===== config.mk =====
export PLATFORM = sky130hd
export DESIGN_NAME = seletor_canais_reg
export DESIGN_NICKNAME = d
export VERILOG_FILES = /design/src/rtl/seletor_canais_reg.sv
export SDC_FILE = /design/constraint.sdc
export NUM_CORES = 1
export LEC_CHECK = 0
export ABC_AREA = 1
export BUFFER_PORTS_ARGS = -buffer_cell sky130_fd_sc_hd__buf_4
export CORE_ASPECT_RATIO = 1.25
export CORE_UTILIZATION = 45
export CTS_BUF_LIST = sky130_fd_sc_hd__clkbuf_16
export CTS_CLUSTER_DIAMETER = 100
export DETAILED_ROUTE_END_ITERATION = 8
export GPL_TIMING_DRIVEN = 0
export PLACE_DENSITY = 0.93
export SYNTH_ARGS = -nofsm -noshare
export SYNTH_HDL_FRONTEND = slang
export SYNTH_SLANG_ARGS = --single-unit

===== constraint.sdc =====
create_clock -name clk -period 2.15 [get_ports clk]
set_input_delay 0.1075 -clock clk [delete_from_list [all_inputs] [get_ports clk]]
set_output_delay 0.1075 -clock clk [all_outputs]
set_load 0.01 [all_outputs]

===== src/rtl/seletor_canais_reg.sv =====
// seletor_canais_reg: registered N_CH-to-1 channel selector with valid/ready handshakes,
// direct-select (MODE=0) or round-robin (MODE=1) grant.
module seletor_canais_reg #(
  parameter int N_CH  = 3,
  parameter int WIDTH = 8,
  parameter int MODE  = 0,
  parameter int SW    = 4
) (
  input  logic                  clk,
  input  logic                  rst_n,
  input  logic [SW-1:0]         SEL,
  input  logic [N_CH*WIDTH-1:0] IN_DATA,
  input  logic [N_CH-1:0]       IN_VALID,
  output logic [N_CH-1:0]       IN_READY,
  output logic [WIDTH-1:0]      OUT_DATA,
  output logic                  OUT_VALID,
  output logic [SW-1:0]         OUT_CH,
  input  logic                  OUT_READY
);
  logic [WIDTH-1:0] data_q, data_d, data_g;
  logic             valid_q, valid_d, load_en, xfer;
  logic [SW-1:0]    ch_q, ch_d, last_q, last_d, grant;
  int               best_d, d;
  // Round-robin picks the valid channel at the smallest distance after last_q.
  always_comb begin
    grant = '0;
    best_d = N_CH;
    d = 0;
    for (int j = 1; j <= N_CH; j++) begin
      if (MODE == 0) begin
        if (SEL == SW'(j) && IN_VALID[j-1]) grant = SEL;
      end else begin
        d = (j + N_CH - 1 - int'(last_q)) % N_CH;
        if (IN_VALID[j-1] && d < best_d) begin
          best_d = d;
          grant = SW'(j);
        end
      end
    end
  end
  always_comb begin
    load_en = !valid_q || OUT_READY;
    xfer = load_en && grant != '0;
    data_g = '0;
    for (int j = 1; j <= N_CH; j++) begin
      IN_READY[j-1] = rst_n && load_en && grant == SW'(j);
      if (grant == SW'(j)) data_g = IN_DATA[(j-1)*WIDTH +: WIDTH];
    end
  end
  always_comb begin
    data_d = data_q;
    valid_d = valid_q;
    ch_d = ch_q;
    last_d = last_q;
    if (xfer) begin
      data_d = data_g;
      valid_d = 1'b1;
      ch_d = grant;
      last_d = (MODE == 1) ? grant : last_q;
    end else if (OUT_READY) begin
      valid_d = 1'b0;
      ch_d = '0;
    end
  end
  always_ff @(posedge clk or negedge rst_n) begin
    if (!rst_n) begin
      data_q <= '0;
      valid_q <= 1'b0;
      ch_q <= '0;
      last_q <= SW'(N_CH);
    end else begin
      data_q <= data_d;
      valid_q <= valid_d;
      ch_q <= ch_d;
      last_q <= last_d;
    end
  end
  assign OUT_DATA = data_q;
  assign OUT_VALID = valid_q;
  assign OUT_CH = ch_q;
endmodule


# Word-level counts from Yosys, hierarchy flattened
# Index checks and enable logic that the tools add are counted.
# W data, S select, Z words.
# classes
mul	0
n_div	0
n_bitwise	0
magnitude_cmp	0
add_sub_neg	0
n_reduce_logical	12
muxes	10
shift	0
n_eq_ne	6
# op_table
op	count
$mux W8	3
$mux W4	5
$eq A4 B2 Y1 const B	4
$eq A4 B1 Y1 const B	2
$logic_and A1 B1 Y1	8
$reduce_bool A4 Y1	1
$mux W1	2
$reduce_bool A2 Y1	1
$logic_not A1 Y1	1
$logic_or A1 B1 Y1	1
# word_totals
ram_bits	0
in_bits	34
mem_count	0
output_inout_bits	16
mem_bits_ro	0
register_bits	13
latch_bits	0
elab_cells	31

# Logic depth before layout (Yosys ltp)
# Gate-level depths: netlist of the first run.
# logic_depth
depth_word	9
depth_mapped	9
mapped_depth_nobuf	8

# Least setup slack after synthesis of the first run
# Ideal clock, no wire load.
# synth_path
path_type	register to register
from	register valid_q (netlist: OUT_VALID)
to	register data_q[0] (netlist: OUT_DATA[0])
setup_ps	116
synth_period_minus_slack_ps	985
path_stages_with_launch	6
arrival_ps	869
t_required_ps	2034
path_buffers	1
path_slack_ps	1165
path_cell_list	dfrtp_1 nand2_1 nand2_4 buf_6 nand2_1 nand2_1
# synth_between
elab_chain_len	3
# synth_rtl
item	line_no	source
start, declared	21	logic valid_q, valid_d, load_en, xfer;
start signal, assigned	73	valid_q <= valid_d;
$logic_not A1 Y1	42	load_en = !valid_q || OUT_READY;
$logic_or A1 B1 Y1	42	
$logic_and A1 B1 Y1	43	xfer = load_en && grant != '0;
end signal, assigned	72	data_q <= data_d;
end, declared	20	logic [WIDTH-1:0] data_q, data_d, data_g;
# No other way between the ends.
# A chain may end at the register's enable or synchronous reset.

# Worst setup path after layout of the first run
# layout_path
from	input rst_n
to	output IN_READY[2]
# layout_between
elab_chain_len	2
# layout_rtl
item	line_no	source
start, declared	10	input logic rst_n,
$logic_and A1 B1 Y1 (2 in series)	46	IN_READY[j-1] = rst_n && load_en && grant == SW'(j);
end, declared	14	output logic [N_CH-1:0] IN_READY,
# No other way between the ends.

==> results of run 1 <==
cell families after synthesis:
| logic type | after synthesis | synth area share [%] |
|---|---|---|
| buf+inv | 15 | 8.926 |
| simple gates | 82 | 51.14 |
| flops | 13 | 39.33 |
| compound gates | 1 | 0.6046 |
registers in the layout, indices dropped and copies added (netlist names):
register	flops
OUT_VALID	1
OUT_CH	4
OUT_DATA	8
power breakdown:
| group | switching [mW] | internal [mW] | total (mW) |
|---|---|---|---|
| Sequential | 0.00714 | 0.259 | 0.266 |
| Combinational | 0.0686 | 0.0741 | 0.143 |
| Clock | 0.0948 | 0.244 | 0.339 |
cell type report:
cell class              instances  area, µm²
inverters                      10      37.54
clock buffers                   3      75.07
multi-input cells              83      427.9
plain buffers                   5      36.28
fillers                       118      342.8
clock inverters                 1      3.754
repair buffers                 49      370.4
flip-flops and latches         13      325.3
well taps                      18      22.52
repair_timing:
| action | CTS | global route |
|---|---|---|
| hold buffers | 1 | 0 |
| hold endpoints to repair | 13 | 0 |
| setup endpoints to repair | 0 | 0 |
worst paths after layout:
kind / endpoint / start / slack [ps]
max: IN_READY[2] / rst_n / 850
min: OUT_CH[1]$_DFFE_PN0P_ / OUT_READY / 170
max reg2reg: OUT_DATA[0]$_DFFE_PN0P_ / OUT_VALID$_DFFE_PN0P_ / 1120
min reg2reg: OUT_DATA[4]$_DFFE_PN0P_ / OUT_DATA[4]$_DFFE_PN0P_ / 480
max in group asynchronous: OUT_CH[2]$_DFFE_PN0P_ / rst_n / 1740
min in group asynchronous: OUT_DATA[3]$_DFFE_PN0P_ / rst_n / 250
critical path, cell delays in order:
cell           delay, ps
dlygate4sd3_1        520
buf_4                210
nand2_1              110
nor2_1               120
buf_4                120
layer usage:
metal | track usage, % | wire (µm) | vias to the layer above
li1 | - | - | 474
met2 | 42.33 | 1167 | 55
met1 | 27.92 | 763 | 430
met4 | 16.67 | 63 | 0
met5 | 0 | 0 | -
met3 | 5.856 | 145 | 6
synth_stat cells:
cell type	number	area [µm²]
o21ai_0	1	5.000
nor2_2	2	12.51
dfrtp_1	13	325.3
nand3_4	1	17.52
nand2_1	41	153.9
buf_4	2	15.01
nand3_1	9	45.04
buf_2	2	10.01
buf_6	1	11.26
inv_2	3	11.26
nand2_4	1	11.26
nor2_1	5	18.77
nor2_4	1	11.26
nand2_2	1	6.260
nand3_2	4	40.04
inv_1	7	26.28
nand4_1	17	106.4
through the flow:
step | hold slack, ps | instances | setup slack [ps]
floorplan | -188.1 | 111 | 1165
global placement | -42.43 | 177 | 1000
detailed placement | -37.89 | 177 | 979.5
CTS | 171.5 | 182 | 821.5
global route | 201.2 | 182 | 745.2
finish | 168.8 | 182 | 848.1
==> impl_metrics.json, run 1 <==
{
  "leakage_nw": 0.7458,
  "cts.reportedPaths.clkPinSlew_ps": 40,
  "seq_area_frac_synth_pct": 39.33,
  "cts.path.max_buffers": 2,
  "route.final.wire_length_um": 2139,
  "ys_warn_count": 0,
  "critical_path_class": "in2out",
  "dieArea_mm2": 0.002014,
  "relSlewSlack_pct": 80.66,
  "tns_ps": 0,
  "fin_area_mm2": 0.001299,
  "grt_pass1_vias": 924,
  "maxClockFrequency_mhz": 768.1,
  "start_kind": "input pin",
  "place_area_mm2": 0.001210,
  "insertion_delay_ps": 240,
  "synthesis.nets": 145,
  "antenna_found_initial": 0,
  "cts.sinks": 13,
  "initial_core_util_pct": 50.38,
  "wl_per_cell_um": 11.75,
  "core_mm2": 0.001642,
  "rsz0062_at_grt": "no",
  "num_rows": 16,
  "drt_iter0_drc": 24,
  "cts_tree": "done",
  "min_period_ps": 1302,
  "drive_gt1_share_pct": 42.07,
  "vias": 965,
  "die_w_um": 40.35,
  "cts_resized": 0,
  "maxCapViolations": 0,
  "hold_viol_final": 0,
  "layout_common_cells": "50 x buf_4, 41 x nand2_1, 17 x nand4_1",
  "worstSetupEndpointType": "primary output",
  "worst_slew_pin_slew_ps": 289.9,
  "min_path_type": "in2reg",
  "maxSlewViolCount": 0,
  "ant_nets": 0,
  "worstHoldPathCells": 4,
  "area_growth_pct": 57.04,
  "required_ps": 2040,
  "die_h_um": 49.93,
  "final_common_cell": "buf_4",
  "drc": 0,
  "cts_setup_buffers": 0,
  "ios": 50,
  "cts_inserted_buffers": 3,
  "cellPowerDensity_mw_per_mm2": 575.7,
  "ir_worst_vdd_v": 0.0002948,
  "ys_types": 17,
  "setup_violations": 0,
  "outcome": "completed",
  "final_core_util_pct": 79.12,
  "arrival_ps": 1190,
  "syn_area_um2": 827.0,
  "dp_hpwl_um": 1709,
  "grt_usage_pct": 25.97,
  "grt_max_degree": 15,
  "syn_avg_cell_area_um2": 7.451,
  "fin_skew_ps": 1.537,
  "diodes": 0,
  "totalPowerFinal_mw": 0.7477,
  "syn_inst": 111,
  "port-buffer-count": 48,
  "cts-root-buf": "clkbuf_16",
  "grt_overflow_total": 0,
  "r2r_cells": 5,
  "cp_max_fo": 14,
  "grt_pass1_wl_um": 3629,
  "htree_levels": 1,
  "period_share_pct": 60.56,
  "via_per_inst": 5.302,
  "ys_seq_elements": 13,
  "drt_pass1_iterations": 5,
  "layout.nets": 199,
  "finalWeightedCongestion": 0.8846
}
No activity file was read; power rests on OpenSTA's default activity.
==> run 2, diff against run 1 <==
- CORE_UTILIZATION: 45 -> 42
- PLACE_DENSITY: 0.93 -> 0.88
- clock period: 2.15 -> 1.3 ns (I/O delays scaled with it)
==> impl_metrics.json, run 2 (same netlist as run 1, synthesis figures left out) <==
{
  "cts.reportedPaths.clkPinSlew_ps": 40,
  "largest_reg_flops": 8,
  "seq_area_um2": 325.3,
  "cts_tree": "done",
  "area_growth_pct": 60.06,
  "vias": 935,
  "core_mm2": 0.001808,
  "drt_pass1_iterations": 4,
  "fin_skew_ps": 0.9786,
  "num_rows": 17,
  "initial_core_util_pct": 45.74,
  "nFillCells": 135,
  "slowest_delay_ps": 380,
  "maxClockFrequency_mhz": 830.5,
  "final_common_cell": "buf_4",
  "insertion_delay_ps": 240,
  "leakage_nw": 0.7570,
  "grt_max_degree": 15,
  "min_period_ps": 1204,
  "cp_max_fo": 5,
  "intPower_mw": 0.9603,
  "arrival_ps": 1140,
  "totalPowerFinal_mw": 1.250,
  "die_h_um": 51.62,
  "drive_gt1_share_pct": 43.98,
  "relSlewSlack_pct": 83.00,
  "dp_hpwl_um": 1740,
  "hold_viol_final": 0,
  "drt_iter0_drc": 16,
  "r2r_cells": 5,
  "tns_ps": 0,
  "grt_pass1_wl_um": 3553,
  "ant_nets": 0,
  "cts.path.max_buffers": 2,
  "cp_slowest_cell": "dfrtp_1",
  "min_from": "OUT_READY",
  "r2r_start": "OUT_VALID$_DFFE_PN0P_",
  "rsz0062_at_grt": "no",
  "crit_chain": "nand2_2 -> nand2_1 -> nor2_1 -> buf_4",
  "outcome": "completed",
  "min_path_type": "in2reg",
  "combinationalPowerShare_pct": 19.6,
  "start_kind": "flop",
  "sequentialPowerShare_pct": 35.3,
  "maxCapViolations": 0,
  "maxSlewViolCount": 0,
  "grt_overflow_total": 0,
  "htree_levels": 1,
  "cts_inserted_buffers": 3,
  "port-buffer-count": 48,
  "r2r_slack_ps": 320,
  "via_per_inst": 5.054,
  "multi_input_area_um2": 432.9,
  "worst_slew_pin_slew_ps": 254.7,
  "rr_endpoint": "OUT_DATA[6]$_DFFE_PN0P_",
  "drc": 0,
  "antenna_found_initial": 0,
  "cts-root-buf": "clkbuf_16",
  "switching_power_mw": 0.2901,
  "pwr-share-clk_pct": 45.2,
  "setup_violations": 0,
  "ios": 50,
  "grt_usage_pct": 21.74,
  "diodes": 0,
  "cts.sinks": 13,
  "ir_worst_vdd_v": 0.0005236,
  "die_w_um": 41.69,
  "min_delay_worst_endpoint": "OUT_CH[1]$_DFFE_PN0P_",
  "grt_pass1_vias": 890,
  "required_ps": 1240,
  "period_share_pct": 92.62,
  "finalWeightedCongestion": 0.8221,
  "layout.nets": 201,
  "layout_common_cells": "51 x buf_4, 40 x nand2_1, 17 x nand4_1",
  "route.final.wire_length_um": 2170,
  "critical_path_class": "reg2out",
  "wl_per_cell_um": 11.73,
  "netSwitchingFraction_pct": 23.20,
  "worstSetupEndpointType": "primary output",
  "worstHoldPathCells": 4,
  "dieArea_mm2": 0.002152,
  "cellPowerDensity_mw_per_mm2": 944.6
}
==> run 2: changes by cell type in the layout (fill, tap and decap cells not counted), sizes merged <==
cell,delta
buf,+2
==> run 2: per-stage QoR <==
stage	cell area (µm²)	hold slack, ps	utilization (%)	setup WS (ps)	std cells
after floorplan	827.0	-230.6	-	314.8	111
after global placement	1211	-85.22	66.99	189.5	178
after detailed placement	1211	-79.63	66.99	166.1	178
after CTS	1300	120.0	71.90	43.55	183
after global routing	1324	152.3	73.22	14.27	185
final	1324	133.9	73.22	95.92	185
==> run 2: metal layers <==
| layer | vias to the layer above | wire length (µm) | share of wire, % | track usage [%] |
|---|---|---|---|---|
| met1 | 417 | 875 | 40 | 24.18 |
| met5 | - | 0 | 0 | 0 |
| met3 | 5 | 110 | 5.1 | 3.472 |
| met4 | 0 | 50 | 2.3 | 15.05 |
| met2 | 35 | 1134 | 52 | 37.76 |
| li1 | 478 | - | - | - |
==> run 2: repair_timing <==
action,4_1_cts,5_1_grt
hold endpoints to repair,13,0
gates resized for setup,0,3
buffers inserted,0,2
hold buffers,1,0
setup endpoints to repair,0,3
==> run 2: how the worst max path moves through the flow <==
stage / start / slack (ps) / endpoint
final: OUT_VALID$_DFFE_PN0P_ / 100 / IN_READY[2]
after global routing: OUT_VALID$_DFFE_PN0P_ / 10 / IN_READY[2]
after CTS: rst_n / 40 / IN_READY[2]
after detailed placement: SEL[3] / 170 / OUT_DATA[3]$_DFFE_PN0P_
after global placement: SEL[3] / 190 / OUT_DATA[1]$_DFFE_PN0P_
after floorplan: OUT_VALID$_DFFE_PN0P_ / 310 / OUT_DATA[0]$_DFFE_PN0P_
==> run 2: area by class of cell <==
| class | count | area share, % |
|---|---|---|
| multi-input combinational | 83 | 32.70 |
| timing repair buffer | 51 | 29.40 |
| sequential | 13 | 24.57 |
| clock buffer | 3 | 5.671 |
| inverter | 10 | 2.836 |
| buffer | 5 | 2.741 |
| tap | 19 | 1.796 |
| clock inverter | 1 | 0.2836 |
==> run 2: power groups by stage <==
stage / clock [mW] / combinational (mW) / sequential (mW)
finish: 0.565 / 0.245 / 0.441
global route: 0.596 / 0.266 / 0.444
CTS: 0.570 / 0.239 / 0.441
detailed placement: 0 / 0.235 / 0.446
global placement: 0 / 0.229 / 0.445
floorplan: 0 / 0.0861 / 0.455
==> run 2: critical path, delay by kind of cell (launching register included) <==
kind	cells	cell delay, ps
flops	1	380
simple gates	3	380
buf+inv	1	130
==> run 3, diff against run 2 <==
--- a/config.mk
+++ b/config.mk
@@ -16,2 +16,3 @@
 export PLACE_DENSITY = 0.88
+export RECOVER_POWER = 50
 export SYNTH_ARGS = -nofsm -noshare
==> constraint.sdc (replaced) <==
create_clock -name clk -period 1.3 [get_ports clk]
set_input_delay 0 -clock clk [delete_from_list [all_inputs] [get_ports clk]]
set_output_delay 0 -clock clk [all_outputs]
set_load 0.01 [all_outputs]
==> impl_metrics.json, run 3 (same netlist as run 1, synthesis figures left out) <==
{
  "fin_skew_ps": 0.5140,
  "die_h_um": 51.62,
  "setup_violations": 0,
  "drt_iter0_drc": 16,
  "grt_pass1_vias": 890,
  "dieArea_mm2": 0.002152,
  "maxCapViolations": 0,
  "start_kind": "flop",
  "cts.reportedPaths.clkPinSlew_ps": 40,
  "insertion_delay_ps": 240,
  "num_rows": 17,
  "relSlewSlack_pct": 83.03,
  "cts_inserted_buffers": 3,
  "setup_ws_ps": 176.7,
  "grt_usage_pct": 21.74,
  "drt_pass1_iterations": 4,
  "ant_nets": 0,
  "route.final.wire_length_um": 2169,
  "period_share_pct": 86.41,
  "area_growth_pct": 53.86,
  "layout_common_cells": "42 x buf_4, 40 x nand2_1, 17 x nand4_1",
  "leakage_nw": 0.7125,
  "min_period_ps": 1123,
  "worstSetupEndpointType": "primary output",
  "cts.sinks": 13,
  "fin_area_mm2": 0.001272,
  "final_common_cell": "buf_4",
  "ir_worst_vdd_v": 0.0005191,
  "vias": 938,
  "dp_slack_ps": 231.1,
  "ios": 50,
  "diodes": 0,
  "antenna_found_initial": 0,
  "die_w_um": 41.69,
  "layout.nets": 199,
  "rsz0062_at_grt": "no",
  "htree_levels": 1,
  "via_per_inst": 5.126,
  "maxClockFrequency_mhz": 890.2,
  "grt_pass1_wl_um": 3553,
  "slowest_delay_ps": 380,
  "largest_reg_flops": 8,
  "outcome": "completed",
  "maxSlewViolCount": 0,
  "min_path_type": "in2reg",
  "cp_max_fo": 5,
  "cts-root-buf": "clkbuf_16",
  "tns_ps": 0,
  "required_ps": 1300,
  "totalPowerFinal_mw": 1.236,
  "arrival_ps": 1120,
  "initial_core_util_pct": 45.74,
  "drc": 0,
  "cts.path.max_buffers": 2,
  "wl_per_cell_um": 11.85,
  "core_mm2": 0.001808,
  "crit_chain": "nand2_2 -> nand2_1 -> nor2_1 -> buf_4",
  "cp_slowest_cell": "dfrtp_1",
  "grt_max_degree": 15,
  "cellPowerDensity_mw_per_mm2": 971.3,
  "port-buffer-count": 48,
  "drive_gt1_share_pct": 37.80,
  "dp_hpwl_um": 1740,
  "finalWeightedCongestion": 0.8221,
  "hold_viol_final": 0,
  "cts_tree": "done",
  "place_area_mm2": 0.001211,
  "worst_slew_pin_slew_ps": 254.3,
  "critical_path_class": "reg2out",
  "grt_overflow_total": 0,
  "holdWs_ps": 67.01
}
run 3: worst paths after layout:
kind,startpoint,end,slack [ps],cells past startpoint
max,OUT_VALID$_DFFE_PN0P_,IN_READY[2],180,4
min,OUT_READY,OUT_CH[1]$_DFFE_PN0P_,70,4
max reg2reg,OUT_VALID$_DFFE_PN0P_,OUT_DATA[6]$_DFFE_PN0P_,320,5
min reg2reg,OUT_DATA[5]$_DFFE_PN0P_,OUT_DATA[5]$_DFFE_PN0P_,480,2
max in group asynchronous,rst_n,OUT_CH[2]$_DFFE_PN0P_,1000,2
min in group asynchronous,rst_n,OUT_CH[3]$_DFFE_PN0P_,140,2
run 3: final cells by class:
class | count | area (µm²)
Timing Repair Buffer | 49 | 340.3
Buffer | 5 | 36.28
Multi-Input combinational cell | 83 | 430.4
Inverter | 10 | 37.54
Tap cell | 19 | 23.77
Fill cell | 146 | 535.5
Clock inverter | 1 | 3.754
Clock buffer | 3 | 75.07
Sequential cell | 13 | 325.3
run 3: power by group:
part / internal [mW] / switching [mW] / leakage [nW]
clock: 0.405 / 0.161 / 0.0423
combinational: 0.114 / 0.115 / 0.491
sequential: 0.428 / 0.0132 / 0.179
run 3: routing by layer:
| metal | part of all wire [%] | vias to the layer above | GRT usage, % | routed length [µm] |
|---|---|---|---|---|
| met2 | 52 | 35 | 37.76 | 1126 |
| li1 | - | 475 | - | - |
| met4 | 2.2 | 0 | 15.05 | 48 |
| met5 | 0 | - | 0 | 0 |
| met1 | 40 | 423 | 24.18 | 874 |
| met3 | 5.5 | 5 | 3.472 | 120 |
run 3: critical path: cells and delay by family, from the launching register on:
kind / cells / cell delay [ps]
flops: 1 / 380
simple gates: 3 / 370
buf+inv: 1 / 130
run 3: repair_timing:
| action | CTS | global route |
|---|---|---|
| setup buffers | 0 | 0 |
| hold endpoints to repair | 13 | 0 |
| setup endpoints to repair | 0 | 1 |
| resized for setup | 0 | 1 |
| hold buffers | 1 | 0 |
run 3: metrics by stage:
stage / instances / utilization (%)
6_report: 183 / 70.38
5_1_grt: 183 / 70.38
4_1_cts: 183 / 71.90
3_5_place_dp: 178 / 66.99
3_3_place_gp: 178 / 66.99
2_1_floorplan: 111 / -
